[src/rtl/stack_cpu_mem_if.sv]
// Single-port instruction/data memory bus for stack_cpu_core.
// A request (mem_rd or mem_wr) holds mem_addr and mem_wdata steady until the memory answers with mem_ready.
interface stack_cpu_mem_if #(
    parameter int DATA_W = 8,
    parameter int ADDR_W = 5
);
    logic [ADDR_W-1:0] mem_addr;
    logic              mem_rd;
    logic              mem_wr;
    logic [DATA_W-1:0] mem_wdata;
    logic [DATA_W-1:0] mem_rdata;
    logic              mem_ready;

    modport master (output mem_addr, mem_rd, mem_wr, mem_wdata, input mem_rdata, mem_ready);
    modport slave  (input mem_addr, mem_rd, mem_wr, mem_wdata, output mem_rdata, mem_ready);
endinterface

[src/rtl/stack_cpu_core.sv]
// Multicycle stack-machine CPU. It has a controller FSM, a datapath and an internal operand stack.
// Stack overflow or underflow stops the core with a sticky halt.
// Optional STACK_CPU_PERF_EN adds the retired / retired_cnt instruction counters.
module stack_cpu_core #(
    parameter int DATA_W      = 8,
    parameter int ADDR_W      = 5,
    parameter int STACK_DEPTH = 8
) (
    input  logic                   clk,
    input  logic                   rst,
    stack_cpu_mem_if.master        mem,
    output logic [ADDR_W-1:0]      pc,
    output logic                   halted,
    output logic [1:0]             fault_code
`ifdef STACK_CPU_PERF_EN
    ,
    output logic                   retired,
    output logic [31:0]            retired_cnt
`endif
);
    localparam int SPW  = $clog2(STACK_DEPTH + 1);
    localparam int IDXW = $clog2(STACK_DEPTH);

    localparam logic [2:0] OP_ADD = 3'b000, OP_SUB = 3'b001, OP_AND = 3'b010, OP_NOT = 3'b011;
    localparam logic [2:0] OP_PUSH = 3'b100, OP_POP = 3'b101, OP_JMP = 3'b110, OP_JZ = 3'b111;

    typedef enum logic [2:0] {
        S_FETCH, S_DECODE, S_POP_A, S_POP_B, S_PUSH_RES, S_MEM_RD, S_MEM_WR, S_HALT
    } state_e;

    state_e            state_q, state_d;
    logic [ADDR_W-1:0] pc_q, pc_d;
    logic [SPW-1:0]    sp_q, sp_d;
    logic [DATA_W-1:0] ir_q, ir_d, a_q, a_d, b_q, b_d;
    logic [1:0]        fault_q, fault_d;

    logic [DATA_W-1:0] stack_q [STACK_DEPTH];
    logic              stack_we;
    logic [IDXW-1:0]   stack_widx;
    logic [DATA_W-1:0] stack_wdata;

    logic              req_rd, req_wr;
    logic [ADDR_W-1:0] req_addr;
    logic [DATA_W-1:0] req_wdata;
    logic              underflow, overflow;
    logic [DATA_W-1:0] alu_res;

    logic [2:0]        op;
    logic [ADDR_W-1:0] op_addr;
    logic [IDXW-1:0]   tos_idx, push_idx;
    logic [DATA_W-1:0] tos;
    logic              unused_ir;

    assign op        = ir_q[DATA_W-1 -: 3];
    assign op_addr   = ir_q[ADDR_W-1:0];
    assign unused_ir = ^{1'b0, ir_q};
    assign tos_idx   = IDXW'(sp_q - SPW'(1));
    assign push_idx  = IDXW'(sp_q);
    assign tos       = stack_q[tos_idx];

    always_comb begin
        case (op)
            OP_ADD:  alu_res = b_q + a_q;
            OP_SUB:  alu_res = b_q - a_q;
            OP_AND:  alu_res = b_q & a_q;
            default: alu_res = ~a_q;
        endcase
    end

    always_comb begin
        underflow = 1'b0;
        overflow  = 1'b0;
        case (op)
            OP_ADD, OP_SUB, OP_AND: underflow = (sp_q < SPW'(2));
            OP_NOT, OP_POP, OP_JZ:  underflow = (sp_q == '0);
            OP_PUSH:                overflow  = (sp_q == SPW'(STACK_DEPTH));
            default: ;
        endcase
    end

    always_comb begin
        state_d     = state_q;
        pc_d        = pc_q;
        sp_d        = sp_q;
        ir_d        = ir_q;
        a_d         = a_q;
        b_d         = b_q;
        fault_d     = fault_q;
        req_rd      = 1'b0;
        req_wr      = 1'b0;
        req_addr    = '0;
        req_wdata   = '0;
        stack_we    = 1'b0;
        stack_widx  = push_idx;
        stack_wdata = alu_res;
        case (state_q)
            S_FETCH: begin
                req_rd   = 1'b1;
                req_addr = pc_q;
                if (mem.mem_ready) begin
                    ir_d    = mem.mem_rdata;
                    pc_d    = pc_q + ADDR_W'(1);
                    state_d = S_DECODE;
                end
            end
            S_DECODE: begin
                if (underflow) begin
                    fault_d = 2'b10;
                    state_d = S_HALT;
                end else if (overflow) begin
                    fault_d = 2'b01;
                    state_d = S_HALT;
                end else begin
                    case (op)
                        OP_JMP: begin
                            pc_d    = op_addr;
                            state_d = S_FETCH;
                        end
                        OP_JZ: begin
                            if (tos == '0) pc_d = op_addr;
                            state_d = S_FETCH;
                        end
                        OP_PUSH: state_d = S_MEM_RD;
                        default: state_d = S_POP_A;
                    endcase
                end
            end
            S_POP_A: begin
                a_d  = tos;
                sp_d = sp_q - SPW'(1);
                if (op == OP_NOT)      state_d = S_PUSH_RES;
                else if (op == OP_POP) state_d = S_MEM_WR;
                else                   state_d = S_POP_B;
            end
            S_POP_B: begin
                b_d     = tos;
                sp_d    = sp_q - SPW'(1);
                state_d = S_PUSH_RES;
            end
            S_PUSH_RES: begin
                stack_we = 1'b1;
                sp_d     = sp_q + SPW'(1);
                state_d  = S_FETCH;
            end
            S_MEM_RD: begin
                req_rd   = 1'b1;
                req_addr = op_addr;
                if (mem.mem_ready) begin
                    stack_we    = 1'b1;
                    stack_wdata = mem.mem_rdata;
                    sp_d        = sp_q + SPW'(1);
                    state_d     = S_FETCH;
                end
            end
            S_MEM_WR: begin
                req_wr    = 1'b1;
                req_addr  = op_addr;
                req_wdata = a_q;
                if (mem.mem_ready) state_d = S_FETCH;
            end
            default: ;
        endcase
    end

    always_ff @(posedge clk or posedge rst) begin
        if (rst) begin
            state_q <= S_FETCH;
            pc_q    <= '0;
            sp_q    <= '0;
            ir_q    <= '0;
            a_q     <= '0;
            b_q     <= '0;
            fault_q <= 2'b00;
        end else begin
            state_q <= state_d;
            pc_q    <= pc_d;
            sp_q    <= sp_d;
            ir_q    <= ir_d;
            a_q     <= a_d;
            b_q     <= b_d;
            fault_q <= fault_d;
        end
    end

    // Stack storage is deliberately unreset; the DECODE depth check guards every read.
    always_ff @(posedge clk) begin
        if (stack_we) stack_q[stack_widx] <= stack_wdata;
    end

    // Requests are gated by rst so an abandoned access drops at once, not at the next edge.
    assign mem.mem_rd    = req_rd & ~rst;
    assign mem.mem_wr    = req_wr & ~rst;
    assign mem.mem_addr  = rst ? '0 : req_addr;
    assign mem.mem_wdata = rst ? '0 : req_wdata;

    assign pc         = pc_q;
    assign halted     = (state_q == S_HALT);
    assign fault_code = fault_q;

`ifdef STACK_CPU_PERF_EN
    logic        retired_q, retired_d;
    logic [31:0] retired_cnt_q, retired_cnt_d;

    always_comb begin
        retired_d     = (state_d == S_FETCH) &&
                        (state_q == S_DECODE || state_q == S_PUSH_RES ||
                         state_q == S_MEM_RD || state_q == S_MEM_WR);
        retired_cnt_d = retired_cnt_q + 32'(retired_d);
    end

    always_ff @(posedge clk or posedge rst) begin
        if (rst) begin
            retired_q     <= 1'b0;
            retired_cnt_q <= '0;
        end else begin
            retired_q     <= retired_d;
            retired_cnt_q <= retired_cnt_d;
        end
    end

    assign retired     = retired_q;
    assign retired_cnt = retired_cnt_q;
`endif
endmodule

[src/flat_wrapper.sv]
// flat-port wrapper written by rule: the top's interface ports become plain ports
module stack_cpu_core_flat 
#(
    parameter int DATA_W      = 8,
    parameter int ADDR_W      = 5,
    parameter int STACK_DEPTH = 8
)
  (clk, rst, pc, halted, fault_code, mem_mem_addr, mem_mem_rd, mem_mem_wr, mem_mem_wdata, mem_mem_rdata, mem_mem_ready);
  stack_cpu_mem_if #(.DATA_W(DATA_W), .ADDR_W(ADDR_W)) mem_i ();
  input  logic clk;
  input  logic rst;
  output logic [ADDR_W-1:0] pc;
  output logic halted;
  output logic [1:0] fault_code;
  output wire logic [$bits(mem_i.mem_addr)-1:0] mem_mem_addr;
  output wire logic [$bits(mem_i.mem_rd)-1:0] mem_mem_rd;
  output wire logic [$bits(mem_i.mem_wr)-1:0] mem_mem_wr;
  output wire logic [$bits(mem_i.mem_wdata)-1:0] mem_mem_wdata;
  input wire logic [$bits(mem_i.mem_rdata)-1:0] mem_mem_rdata;
  input wire logic [$bits(mem_i.mem_ready)-1:0] mem_mem_ready;
  assign mem_mem_addr = mem_i.mem_addr;
  assign mem_mem_rd = mem_i.mem_rd;
  assign mem_mem_wr = mem_i.mem_wr;
  assign mem_mem_wdata = mem_i.mem_wdata;
  assign mem_i.mem_rdata = mem_mem_rdata;
  assign mem_i.mem_ready = mem_mem_ready;
  stack_cpu_core #(.DATA_W(DATA_W), .ADDR_W(ADDR_W), .STACK_DEPTH(STACK_DEPTH)) u_core (.clk(clk), .rst(rst), .mem(mem_i), .pc(pc), .halted(halted), .fault_code(fault_code));
endmodule
[config.mk]
export PLATFORM = sky130hd
export DESIGN_NAME = stack_cpu_core_flat
export DESIGN_NICKNAME = d
export VERILOG_FILES = /design/src/rtl/stack_cpu_mem_if.sv /design/src/rtl/stack_cpu_core.sv /design/src/flat_wrapper.sv
export SDC_FILE = /design/constraint.sdc
export NUM_CORES = 1
export LEC_CHECK = 0
export CORE_ASPECT_RATIO = 1.5
export CORE_MARGIN = 2
export CORE_UTILIZATION = 34
export DETAILED_ROUTE_END_ITERATION = 7
export MAX_ROUTING_LAYER = met4
export SYNTH_ARGS = -nofsm -noshare
export SYNTH_HDL_FRONTEND = slang
export SYNTH_SLANG_ARGS = --single-unit
[constraint.sdc]
create_clock -name clk -period 9.4 [get_ports clk]
set_clock_uncertainty 0.2 [all_clocks]
set_input_delay 1.41 -clock clk [delete_from_list [all_inputs] [get_ports clk]]
set_output_delay 1.41 -clock clk [all_outputs]
set_load 0.01 [all_outputs]
* Word level (Yosys, flattened, before mapping)
Memory sizes are Yosys's and may differ from the RTL's.
Cells that the tools add are included.
** Operators by class
- Add/sub/neg operators :: 5
- $lt $le $gt $ge :: 1
- Equal/unequal tests :: 22
- Multiplexer cells :: 33
- Bitwise logic cells :: 5
- Reductions and logical operators :: 19
** Operators with widths (number)
- two-way mux 8 bit :: 4
- one-hot mux 5 bit (2 select lines) :: 3
- two-way mux 5 bit :: 5
- equality test 3 bit (second input constant) :: 8
- one-hot mux 8 bit (3 select lines) :: 1
- two-way mux 3 bit :: 6
- one-hot mux 3 bit (6 select lines) :: 1
- equality test 3 x 2 -> 1 bit (second input constant) :: 4
- one-hot mux 4 bit (3 select lines) :: 1
- adder 8 bit :: 1
- bitwise AND 8 bit :: 1
- logical NOT 8 bit :: 1
- inequality test 2 bit (second input constant) :: 4
- inverter 8 bit :: 1
- OR reduction 2 bit :: 4
- subtractor 8 bit :: 1
- equality test 3 x 1 -> 1 bit (second input constant) :: 2
- logical NOT 3 bit :: 2
- two-way mux 1 bit :: 6
- inequality test 3 x 2 -> 1 bit (second input constant) :: 2
- one-hot mux 3 bit (2 select lines) :: 1
- AND reduction 2 bit :: 3
- AND reduction 6 bit :: 1
- nonzero test 6 bit :: 1
- 16 further kinds :: 21
** Word-level totals
- Register bits :: 38
- Bits in writable memories :: 64
- Input port bits :: 11
- Memories :: 1
** Memory list
- u_core.stack_q :: depth 8, bits a word 8, read ports 1, clocked after Yosys merged registers in 0, write ports 1, RTL line stack_cpu_core.sv:37 : logic [DATA_W-1:0] stack_q [STACK_DEPTH];

* Longest topological paths before layout
Gate-level depths: netlist of the first run.
An unclocked memory read counts as a cell.
- Depth after elaboration :: 8
- Depth in mapped cells :: 13
- Mapped depth without buffers :: 11

* Worst setup path before layout of the first run
No wires, ideal clock.
- Path type :: input port to output port
- Start :: input port rst
- End :: output port mem_mem_wdata[2]
- Arrival time :: 2.057 ns
- Required time :: 7.790 ns
- Setup slack :: 5.733 ns
- Cell stages on the path :: 2
- Buffers on the path :: 1
- Cells stage by stage :: clkbuf_1 > nor4_1
** Between the ends
- Cells in the longest elaborated chain, start to end :: 1
** RTL lines
- from (decl) :: RTL line flat_wrapper.sv:11 : input logic rst;
- two-way mux 8 bit :: RTL line stack_cpu_core.sv:194 : assign mem.mem_wdata = rst ? '0 : req_wdata;
- to (decl) :: RTL line flat_wrapper.sv:18 : output wire logic [$bits(mem_i.mem_wdata)-1:0] mem_mem_wdata;
No other way between the ends.

* Worst setup path in the final report of the first run
- Start :: input port rst
- End :: output port mem_mem_wdata[7]
The elaborated chain is that of the path after synthesis.

==> results.py, run 1 <==
metrics = {
    "timing": {
        "setup-tns-final_ns": 0,
        "max_freq_mhz": 209,
        "tightest_slew_ns": 1.14,
        "max_slew_margin_pct": 23.7,
        "finalCritPeriodShare_pct": 51.0,
        "hold_viol": 0,
        "maxSlewViolCount": 0,
        "finalSetupViolations": 0,
        "layout_min_cycle_time_ns": 4.79,
        "grt_setup_unrepaired": "false",
    },
    "placed_design": {
        "place_area_um2": 5860,
        "globalplace.congestion": 0.901,
        "portBuffers": 33,
        "dp.final_hpwl_mm": 9.26,
    },
    "worst_setup_path": {
        "crit_top_cell": "clkdlybuf4s50_1",
        "crit_fanout": 13,
        "cpMaxStageDelayCell": "clkdlybuf4s50_1",
        "cpPeakStageDelay_ns": 0.66,
        "r2r_slack_ns": 4.73,
        "cp.arrival_ns": 3.18,
        "critical_path_buf_inv_count": 2,
        "critPathLaunchType": "primary input",
        "cp-end-kind": "output pin",
        "worstPathCellList": "clkdlybuf4s50_1, nor3_1, and2_1, clkdlybuf4s50_1",
        "crit_required_ns": 7.79,
        "path_class": "primary input to output pin",
        "crit_family": "buffers and inverters",
    },
    "job": {
        "maxCapViolations": 0,
    },
    "cts": {
        "cts_inserted_buffers": 9,
        "insertion_delay_ns": 0.34,
        "post_cts_buffers": 0,
        "cts.sinks": 102,
        "cts-resized-gates": 0,
        "cts_root_buf": "clkbuf_16",
        "postCtsHoldBufs": 0,
        "htreeDepth": 3,
        "cts_tree": "yes",
        "path_clk_slew_ns": 0.07,
        "cts.path.max_buffers": 2,
    },
    "worst_hold_path": {
        "holdCritPathClass": "flop to flop",
    },
    "logic_synthesis": {
        "syn_nets": 478,
        "ys_types": 56,
        "yosys-top-cells-count": "64 x edfxtp_1, 45 x nor2_1, 38 x dfrtp_1, 26 x o21ai_0, 25 x a21oi_1",
        "synth_top_area_share_pct": 36.1,
        "synth_edf_count": 64,
        "synth-seq-cells": 102,
        "synthArstFlopShare_pct": 37.3,
        "ys.flop_type": "edfxtp_1",
        "synthesis.area_um2": 5330,
        "syn_avg_cell_area_um2": 11.7,
        "synth.most_common_cell": "edfxtp_1",
        "ys_seq_area_share_pct": 53.9,
        "syn_inst": 454,
        "synth_warnings": 0,
        "synth.area.top_cells": "edfxtp_1 36%, dfrtp_1 18%, mux4_2 4.6%",
        "synth_largest_area_cell": "edfxtp_1",
    },
    "global_routing": {
        "grt_pass1_wl_mm": 19.6,
        "grt_overflow_total": 0,
        "grt_pass1_vias": 3732,
        "track_usage_pct": 15.7,
        "antenna_found_initial": 0,
        "grt_max_degree": 34,
    },
    "detailed_routing": {
        "wl_mm": 12.2,
        "wl_per_cell_um": 17.8,
        "drtPass1Iterations": 4,
        "dr.first_iter.drc_count": 208,
        "vias_per_cell": 5.39,
        "ant_nets": 0,
        "drc": 0,
        "via_count": 3695,
    },
    "floorplanning": {
        "die_h_um": 157,
        "start_util_pct": 34.4,
        "ios": 34,
        "die_w_um": 106,
        "row_count": 56,
        "die_area_um2": 16700,
        "core_area_um2": 15500,
    },
    "finish": {
        "nNetsFinal": 502,
        "design_area_um2": 6180,
        "drive_above_1_share_pct": 9.32,
        "syn_to_final_growth_pct": 16.0,
        "n_antenna_cell": 0,
    },
    "power": {
        "ir_drop_mv": 0.173,
        "powerDensity_nw_per_um2": 404,
        "power.leakage_uw": 0.00224,
    },
    "run_status": {
        "status": "complete, no violations",
    },
}
sequential cells by signal, summed over array words and instances, names as in the netlist:
| register | cells |
|---|---|
| u_core.sp_q | 4 |
| u_core.pc | 5 |
| u_core.stack_q | 64 |
| u_core.fault_code | 2 |
| u_core.a_q | 8 |
| u_core.state_q | 3 |
| u_core.ir_q | 8 |
| u_core.b_q | 8 |
placed cells by master (no fill, tap or decap), types with 10 or more instances in the layout:
master,synthesis,final
edfxtp_1,64,64
mux4_2,11,11
nor3_1,19,19
clkdlybuf4s50_1,0,33
xnor2_1,13,13
nor2_1,45,45
dfrtp_1,38,38
o21ai_0,26,26
nand2_1,22,22
ha_1,12,12
a21oi_1,25,25
inv_1,18,18
a31oi_1,10,10
routing by layer:
| layer | GRT usage [%] | up-vias | routed length [um] |
|---|---|---|---|
| met2 | 27.7 | 73 | 6420 |
| met1 | 17.5 | 1819 | 4990 |
| met4 | 7.27 | 0 | 426 |
| li1 | - | 1776 | - |
| met3 | 2.28 | 27 | 348 |
| met5 | - | - | 0 |
cells by family (layout without fill, tap and decap cells):
logic type | Yosys count | after routing | share of synthesized area (%)
adders and majority gates | 13 | 13 | 3.19
AOI/OAI and AO/OA | 108 | 108 | 13.4
and+or+nand+nor | 134 | 134 | 12.3
buffers and inverters | 46 | 75 | 3.38
muxes | 34 | 34 | 11.1
DFF | 102 | 102 | 53.9
xor gates and xnor gates | 17 | 17 | 2.79
where the power goes:
part	leakage (uW)	internal [uW]	switching, uW	total [uW]
Sequential	0.00103	706	155	860
Combinational	0.00106	541	697	1240
Clock	0.000157	236	161	397
cell type report:
class | instances | area (um2)
repair buffers | 39 | 375
well taps | 203 | 254
clock buffers | 10 | 229
clock inverters | 6 | 92.6
fillers | 1447 | 9300
inverters | 20 | 75.1
flip-flops and latches | 102 | 2870
multi-input cells | 306 | 2280
metrics by stage:
step / worst slack (ns) / cells / total power, uW / hold slack (ns) / util (%)
after floorplan: 5.73 / 454 / 1750 / 0.270 / -
after global placement: 4.65 / 670 / 2070 / 0.265 / 37.8
after detailed placement: 4.60 / 670 / 2110 / 0.281 / 37.8
after CTS: 4.60 / 686 / 2510 / 0.305 / 39.9
after global routing: 4.46 / 686 / 2680 / 0.320 / 39.9
final: 4.61 / 686 / 2500 / 0.296 / 39.9
path summary, 6_finish.rpt:
| kind | cells after the start | startpoint | endpoint |
|---|---|---|---|
| min | 1 | u_core.fault_code[1] | u_core.fault_code[1] |
| max reg2reg | 9 | u_core.sp_q[0] | u_core.pc[1] |
| min in group asynchronous | 2 | rst | u_core.pc[1] |
| min reg2reg | 1 | u_core.fault_code[1] | u_core.fault_code[1] |
| max in group asynchronous | 3 | rst | u_core.b_q[6] |
| max | 4 | rst | mem_mem_wdata[7] |
Note: power is estimated with default switching activity, not from simulation.
==> inputs of run 2 (changes only) <==
- clock period: 9.4 -> 4.3 ns (I/O delays scaled with it)
==> run 2 against run 1 <==
Sequential share of layout area fell by 0.62 points; die area did not move; cell area rose by 1.4%; register-to-register slack got worse by 4.1 ns; first-iteration DRC count rose by 2.4%; worst setup slack got worse by 4.0 ns; critical path depth rose by 7.
==> results.py, run 2 (synthesis gave the netlist of run 1 again) <==
metrics = {
    "run_status": {
        "status": "complete, no violations",
    },
    "worst_setup_path": {
        "cpMaxStageDelayCell": "a31oi_1",
        "r2r-end": "u_core.stack_q[6][7]",
        "worstPathCellList": "buf_4, and2_1, mux2_2, inv_1, ha_1, nor2b_1, o21a_1, o31a_1, o41ai_1, xnor2_1, a31oi_1",
        "path_class": "flop to flop",
        "crit-reg2reg-launch": "u_core.ir_q[5]",
        "crit_family": "compound AO/OA/AOI/OAI gates",
        "r2r_slack_ns": 0.61,
        "critPathLaunch": "u_core.ir_q[5]",
        "crit_required_ns": 4.15,
        "critical_path_buf_inv_count": 2,
        "cp.arrival_ns": 3.54,
        "crit_fanout": 14,
        "r2r_cells": 11,
        "cp-end-kind": "flop",
        "critPathLaunchType": "flop",
        "cpPeakStageDelay_ns": 0.56,
    },
    "floorplanning": {
        "core_area_um2": 15500,
        "die_h_um": 157,
        "die_area_um2": 16700,
        "start_util_pct": 34.4,
        "row_count": 56,
        "ios": 34,
        "die_w_um": 106,
    },
    "global_routing": {
        "grt_overflow_total": 0,
        "track_usage_pct": 16.4,
        "grt_pass1_wl_mm": 20.5,
        "grt_max_degree": 26,
        "antenna_found_initial": 0,
        "grt_pass1_vias": 3786,
    },
    "power": {
        "power.leakage_uw": 0.00230,
        "p_comb_share_pct": 52.5,
        "powerDensity_nw_per_um2": 870,
        "swShare_pct": 41.4,
        "ir_drop_mv": 0.290,
        "pwr-share-clk_pct": 14.6,
        "intPower_uw": 3200,
        "switchingPower_uw": 2260,
        "seq_power_share_pct": 32.9,
    },
    "timing": {
        "holdWs_ns": 0.294,
        "grt_setup_unrepaired": "false",
        "finalSetupViolations": 0,
        "layout_min_cycle_time_ns": 3.69,
        "max_freq_mhz": 271,
        "hold_viol": 0,
        "max_slew_margin_pct": 48.4,
        "setup-tns-final_ns": 0,
        "finalCritPeriodShare_pct": 85.8,
        "maxSlewViolCount": 0,
        "tightest_slew_ns": 0.772,
    },
    "detailed_routing": {
        "via_count": 3840,
        "vias_per_cell": 5.48,
        "drc": 0,
        "wl_per_cell_um": 18.4,
        "ant_nets": 0,
        "wl_mm": 12.9,
        "dr.first_iter.drc_count": 213,
        "drtPass1Iterations": 4,
    },
    "cts": {
        "path_clk_slew_ns": 0.08,
        "cts_tree": "yes",
        "cts_inserted_buffers": 9,
        "postCtsHoldBufs": 0,
        "insertion_delay_ns": 0.35,
        "post_cts_buffers": 0,
        "cts_root_buf": "clkbuf_16",
        "cts.sinks": 102,
        "cts-resized-gates": 0,
        "cts.path.max_buffers": 2,
        "htreeDepth": 3,
    },
    "worst_hold_path": {
        "holdCritPathClass": "flop to flop",
        "holdPathStages": 1,
        "hold_end": "u_core.fault_code[1]",
        "min-delay-start": "u_core.fault_code[1]",
    },
    "finish": {
        "syn_to_final_growth_pct": 17.6,
        "fillerInstances": 1439,
        "final_cell_mix": "64 x edfxtp_1, 45 x nor2_1, 38 x dfrtp_1",
        "nNetsFinal": 517,
        "drive_above_1_share_pct": 12.2,
        "largest_reg_flops": 64,
        "layout_commonest_cell": "edfxtp_1",
        "regMostFlops": "u_core.stack_q",
        "n_antenna_cell": 0,
    },
    "placed_design": {
        "portBuffers": 33,
        "dp.final_hpwl_mm": 9.61,
        "globalplace.congestion": 0.877,
    },
    "job": {
        "maxCapViolations": 0,
    },
}
[run 2: changes by cell type in the layout (fill, tap and decap cells not counted), sizes merged]
| cell | change |
|---|---|
| buf | +15 |
| bufinv | -2 |
| clkinv | -1 |
| clkinvlp | +1 |
| inv | +2 |
[run 2: through the flow]
stage               instance area (um2)  setup slack [ns]  std cells  power [uW]  utilization, %
finish                             6270             0.609        701        5450            40.5
global route                       6270             0.378        701        5840            40.5
global placement                   5970             0.662        685        4610            38.6
floorplan                          5330             0.866        454        3840               -
detailed placement                 5970             0.607        685        4670            38.6
CTS                                6270             0.584        701        5480            40.5
[run 2: power groups by stage]
stage	Clock [uW]	Sequential (uW)	Combinational (uW)
after floorplan	0	1720	2120
after global placement	0	1800	2810
after detailed placement	0	1810	2860
after CTS	812	1790	2880
after global routing	856	1830	3160
final	795	1790	2860
[run 2: final cells by class]
class | count | area, um2 | area share, %
clock buffer | 10 | 229 | 3.65
clock inverter | 6 | 63.8 | 1.02
inverter | 20 | 75.1 | 1.20
multi-input combinational | 306 | 2280 | 36.4
sequential | 102 | 2870 | 45.8
tap | 203 | 254 | 4.05
timing repair buffer | 54 | 488 | 7.79
[run 2: worst max path at each step]
stage	to	slack, ns	cells past startpoint
6_report	u_core.stack_q[6][7]	0.61	11
5_1_grt	u_core.stack_q[3][7]	0.38	11
4_1_cts	u_core.stack_q[2][7]	0.58	11
3_5_place_dp	u_core.stack_q[4][7]	0.61	11
3_3_place_gp	u_core.stack_q[2][7]	0.66	11
2_1_floorplan	u_core.pc[1]	0.87	10
[run 2: worst reg2reg max path: cells and delay by family (launching register included)]
kind	cells	cell delay, ns
AND/OR/NAND/NOR	2	0.41
flip-flops	1	0.33
AO/OA/AOI/OAI	4	1.45
buffers and inverters	2	0.26
adder cells (fa/ha/maj)	1	0.21
XOR/XNOR	1	0.13
multiplexers	1	0.40
[run 2: routing by layer]
metal / global-route usage (%) / up-vias / wire, um
li1: - / 1800 / -
met1: 18.2 / 1921 / 5110
met2: 29.9 / 102 / 7160
met3: 2.07 / 17 / 456
met4: 5.70 / 0 / 211
met5: - / - / 0
==> RTL change 1: new RTL, config.mk and constraints of run 2 <==
`STACK_DEPTH` is set to 8 in 2 places; all go to 4.
--- a/src/rtl/stack_cpu_core.sv
+++ b/src/rtl/stack_cpu_core.sv
@@ -4,7 +4,7 @@
 module stack_cpu_core #(
     parameter int DATA_W      = 8,
     parameter int ADDR_W      = 5,
-    parameter int STACK_DEPTH = 8
+    parameter int STACK_DEPTH = 4
 ) (
     input  logic                   clk,
     input  logic                   rst,
--- a/src/flat_wrapper.sv
+++ b/src/flat_wrapper.sv
@@ -3,7 +3,7 @@
 #(
     parameter int DATA_W      = 8,
     parameter int ADDR_W      = 5,
-    parameter int STACK_DEPTH = 8
+    parameter int STACK_DEPTH = 4
 )
   (clk, rst, pc, halted, fault_code, mem_mem_addr, mem_mem_rd, mem_mem_wr, mem_mem_wdata, mem_mem_rdata, mem_mem_ready);
   stack_cpu_mem_if #(.DATA_W(DATA_W), .ADDR_W(ADDR_W)) mem_i ();
Function: no difference found for any inputs over 10 cycles, from zero or initial values and one cycle with rst high; that may be too few to reach the edited logic, so the function may still have changed.
==> RTL change 1 against run 2 <==
Worst setup slack gained 0.055 ns; power shrank 22%; final area shrank 25%; area after synthesis shrank 25%; sequential cell count shrank 33; routed wire length shrank 24%; count of clock-buffer cells in the layout is the same; die area shrank 24%; critical endpoint is now u_core.stack_q[1][7]; largest cell class is now multi-input gates; largest power group unchanged.
==> RTL change 1: results (changes against run 2) <==
| Metric | Value |
|---|---|
| Total GRT Usage | `16.96% (was 16.37%)` |
| Met1 usage | `19.32% (was 18.25%)` |
| ANT cells | `0 (unchanged)` |
| Maximum VDD drop | `0.2045 mV (was 0.2900 mV)` |
| Max reg flops | `32 (was 64)` |
| Seq/Total Area, Yosys | `47.23% (was 53.90%)` |
| Worst Hold Depth | `2 (was 1)` |
| Vias in the first global route | `2983 (was 3786)` |
| Met1 wire length | `4.068 mm (was 5.107 mm)` |
| GR Util met2 | `28.67% (was 29.95%)` |
| Leak Pwr | `0.001811 µW (was 0.002305 µW)` |
| Layout inverter count without the clock tree | `19 (was 20)` |
| CLK BUF | `10 (unchanged)` |
| Bufs w/o clock | `40 (was 54)` |
| Crit Path Max Fanout | `18 (was 14)` |
| Launch point of the critical path | `u_core.ir_q[7] (was u_core.ir_q[5])` |
| Met2 Routed Length | `5.188 mm (was 7.156 mm)` |
| Synth cell count leaders | `dfrtp_1, nor2_1, edfxtp_1 (was edfxtp_1, nor2_1, dfrtp_1)` |
| Synth warn | `0 (unchanged)` |
| Clk cell area share | `5.904% (was 4.673%)` |
| Met3 Use GR | `3.194% (was 2.070%)` |
| DP Wirelength | `7.349 mm (was 9.614 mm)` |
| Register area | `0.001887 mm² (was 0.002873 mm²)` |
| Routed vias/inst | `5.458 (was 5.478)` |
| Delay-heaviest family, CP | `compound AO/OA/AOI/OAI gates (unchanged)` |
| Post-Synth Adder-Cell Area | `5.512% (was 3.192%)` |
| Cell area after synthesis | `0.003995 mm² (was 0.005330 mm²)` |
| RR Endpoint | `u_core.stack_q[1][7] (was u_core.stack_q[6][7])` |
| Crit path DAT | `3.51 ns (was 3.54 ns)` |
| Syn nets | `397 (was 478)` |
| Clock transition at path regs | `0.06 ns (was 0.08 ns)` |
| Non-clk buf share | `8.138% (was 7.788%)` |
| FF-to-FF setup slack | `0.66 ns (was 0.61 ns)` |
| Final sequential cell count | `69 (was 102)` |
| Fillcell total | `1104 (was 1439)` |
| Multi-input logic portion of the cell area | `40.35% (was 36.44%)` |
| Sw frac | `42.33% (was 41.36%)` |
| XOR/XNOR Fraction of Synth Area | `2.850% (was 2.793%)` |
| Slowest stage delay, CP | `0.61 ns (was 0.56 ns)` |
| Number of enable flip-flop cells after synthesis | `32 (was 64)` |
| Routed wl met3 | `317 µm (was 456 µm)` |
| Post-synthesis mux area share | `10.43% (was 11.06%)` |
| Status | `complete, no violations (unchanged)` |
| Final #Nets | `428 (was 517)` |
| Post-synth ARST share | `53.62% (was 37.25%)` |
| Multi-Input Combinational | `261 (was 306)` |
| Initial DRC count | `178 (was 213)` |
| Largest net degree at the start of global routing | `21 (was 26)` |
| GPL Wtd Cong | `0.9062 (was 0.8769)` |
| Layout cells sized above 1 | `14.07% (was 12.25%)` |
| Largest cells by area after synthesis | `edfxtp_1, dfrtp_1, mux2_2, ha_1, mux4_2 (was edfxtp_1, dfrtp_1, mux4_2, nor2_1, mux4_1)` |
| Compound-Gate Fraction of Synth Area | `14.03% (was 13.40%)` |
==> RTL change 1: cell types whose count changed after synthesis, moves of 8 or more <==
cell,run 2,this run
mux2_2,7,18
nor2_1,45,36
clkbuf_1,19,11
edfxtp_1,64,32
==> RTL change 1: stage by stage <==
step                      instances  power, µW  setup slack, ns  hold slack, ns  cell area, µm²
after CTS                       555       4293           0.6463          0.2925            4705
after floorplan                 369       3000            1.277          0.2679            3995
after global placement          539       3574           0.7492          0.2717            4427
after detailed placement        539       3598           0.6615          0.2797            4427
after global routing            555       4619           0.2765          0.3429            4705
final                           555       4275           0.6636          0.2874            4705
==> RTL change 1: power by group through the flow <==
| stage | logic (µW) | clock network (µW) | registers, µW |
|---|---|---|---|
| 2_1_floorplan | 1790 | 0 | 1210 |
| 3_3_place_gp | 2220 | 0 | 1360 |
| 3_5_place_dp | 2230 | 0 | 1370 |
| 4_1_cts | 2240 | 695 | 1360 |
| 5_1_grt | 2490 | 722 | 1400 |
| 6_report | 2230 | 680 | 1360 |
==> RTL change 2: new RTL, flow settings as in run 2 <==
Without the edit above. Put one more register stage on the output `fault_code`, without a reset. The value now appears one clock later. The other outputs are not delayed to match.
--- a/src/rtl/stack_cpu_core.sv
+++ b/src/rtl/stack_cpu_core.sv
@@ -195,7 +195,9 @@
 
     assign pc         = pc_q;
     assign halted     = (state_q == S_HALT);
-    assign fault_code = fault_q;
+    always_ff @(posedge clk) begin
+        fault_code <= fault_q;
+    end
 
 `ifdef STACK_CPU_PERF_EN
     logic        retired_q, retired_d;
Behaviour: not the same (a bounded check fails within 4 cycles, from zero or initial values and one cycle with rst high).
==> RTL change 2 against run 2 <==
Worst setup slack got worse by 0.083 ns; routed wire length increased by 2.1%; sequential cell count increased by 2; core utilization decreased by 0.17 points; power decreased by 0.59%; area after synthesis increased by 0.56%; critical path depth unchanged; sequential power increased by 4%; count of clock-buffer cells in the layout decreased by 1; synthesized cell count increased by 0.66%; final area about the same; first-iteration DRC count increased by 18%; critical path type unchanged; largest cell class unchanged.
==> RTL change 2: results (changes against run 2) <==
| Metric | Value |
|---|---|
| Number of library cell types mapped by synthesis | `63 (was 56)` |
| Root Driver | `clkbuf_16 (unchanged)` |
| Status | `complete, no violations (unchanged)` |
| FF-to-FF setup slack | `0.53 ns (was 0.61 ns)` |
| Total GRT Usage | `16.54% (was 16.37%)` |
| Slew margin rel. | `55.00% (was 48.36%)` |
| Layout cells sized above 1 | `13.40% (was 12.25%)` |
| Slowest CP cell | `dfrtp_1 (was a31oi_1)` |
| Largest net degree at the start of global routing | `34 (was 26)` |
| Slowest stage delay, CP | `0.66 ns (was 0.56 ns)` |
| Routed vias/inst | `5.451 (was 5.478)` |
| DP Wirelength | `9.958 mm (was 9.614 mm)` |
| Final ANT Viol Nets | `0 (unchanged)` |
| RR Endpoint | `u_core.stack_q[0][7] (was u_core.stack_q[6][7])` |
| Largest cells by area after synthesis | `edfxtp_1, dfrtp_1, mux4_2, nor2_1, ha_1 (was edfxtp_1, dfrtp_1, mux4_2, nor2_1, mux4_1)` |
| Worst Hold Depth | `0 (was 1)` |
| Critical path class | `flip-flop to flip-flop (unchanged)` |
| Seq/Total Area, Yosys | `54.34% (was 53.90%)` |
| Launch point of the critical path | `u_core.ir_q[5] (unchanged)` |
| Synth cell count leaders | `edfxtp_1, nor2_1, dfrtp_1 (unchanged)` |
| Crit path DAT | `3.64 ns (was 3.54 ns)` |
| First-pass GRT wire length | `20.71 mm (was 20.48 mm)` |
| Leak Pwr | `0.002301 µW (was 0.002305 µW)` |
| Worst-skew pair later-pin latency | `0.34 ns` |
| Fillcell total | `1476 (was 1439)` |
| Total CTS buffers | `9 (unchanged)` |
| GPL Wtd Cong | `0.8870 (was 0.8769)` |
| Post-synth ARST share | `36.54% (was 37.25%)` |
| DR pass1 iterations | `4 (unchanged)` |
| Maximum VDD drop | `0.3430 mV (was 0.2900 mV)` |
| Avg Cell Area, Syn | `11.73 µm² (was 11.74 µm²)` |
| Crit Path Max Fanout | `11 (was 14)` |
| DRT Wirelength | `13.21 mm (was 12.93 mm)` |
| Placed insts | `687 (was 685)` |
| Final #Nets | `519 (was 517)` |
| Initial DRC count | `251 (was 213)` |
| Post-place setup slack | `0.5974 ns (was 0.6073 ns)` |
| Vias after detailed routing | `3832 (was 3840)` |
| Syn nets | `481 (was 478)` |
| F_max | `264.9 MHz (was 270.9 MHz)` |
| Cts repair resizes | `0 (unchanged)` |
-- RTL change 2: changes by cell type after synthesis, moves of 3 or more --
cell | run 2 | this run
clkbuf_1 | 19 | 13
o21ai_0 | 26 | 22
nor4_2 | 0 | 3
mux4_1 | 6 | 1
mux4_2 | 11 | 16
nor3_1 | 19 | 25
-- RTL change 2: logic make-up after synthesis --
| kind of cell | Yosys count | share of synthesized area (%) |
|---|---|---|
| xor gates and xnor gates | 17 | 3.058 |
| and+or+nand+nor | 141 | 12.79 |
| AOI/OAI and AO/OA | 104 | 12.93 |
| DFF | 104 | 54.34 |
| muxes | 33 | 10.36 |
| adders and majority gates | 13 | 3.175 |
| buffers and inverters | 45 | 3.338 |
-- RTL change 2: layer usage --
metal | wire length, µm | track usage [%]
met1 | 5147 | 18.15
met2 | 7320 | 30.16
met3 | 390 | 2.182
met4 | 352 | 6.803
met5 | 0 | -
-- RTL change 2: final cells by class --
class / count / area share (%)
sequential: 104 / 46.47
clock inverter: 7 / 0.9780
timing repair buffer: 50 / 7.305
tap: 203 / 4.052
multi-input combinational: 308 / 36.29
inverter: 22 / 1.317
clock buffer: 9 / 3.593
-- RTL change 2: worst min-delay path by stage --
stage	start	endpoint	slack [ns]
after global placement	u_core.fault_q[0]	u_core.fault_code[0]	0.16
after CTS	u_core.fault_q[1]	u_core.fault_code[1]	0.18
after detailed placement	u_core.fault_q[0]	u_core.fault_code[0]	0.16
after floorplan	u_core.fault_q[0]	u_core.fault_code[0]	0.15
after global routing	u_core.fault_q[1]	u_core.fault_code[1]	0.18
final	u_core.fault_q[1]	u_core.fault_code[1]	0.17
-- RTL change 2: worst reg2reg max path: stages, from the launching register on --
cell and delay, ns:
dfrtp_1 0.66, inv_2 0.14, nor3_1 0.31, mux2_2 0.40
inv_1 0.06, ha_1 0.21, nor2b_1 0.13, o21a_1 0.19
o31a_1 0.27, o41ai_1 0.30, xnor2_1 0.11, a31oi_1 0.50
-- RTL change 2: where the power goes --
group | internal (µW) | switching [µW] | total [µW]
clock network | 405 | 377 | 782
registers | 1560 | 298 | 1860
logic | 1190 | 1590 | 2780
total | 3160 | 2260 | 5420
-- RTL change 2: metrics by stage --
stage	hold WS [ns]	instance area (µm²)	total power, µW
2_1_floorplan	0.1472	5360	3855
3_3_place_gp	0.1554	5982	4606
3_5_place_dp	0.1608	5982	4646
4_1_cts	0.1759	6269	5439
5_1_grt	0.1829	6269	5793
6_report	0.1749	6269	5421
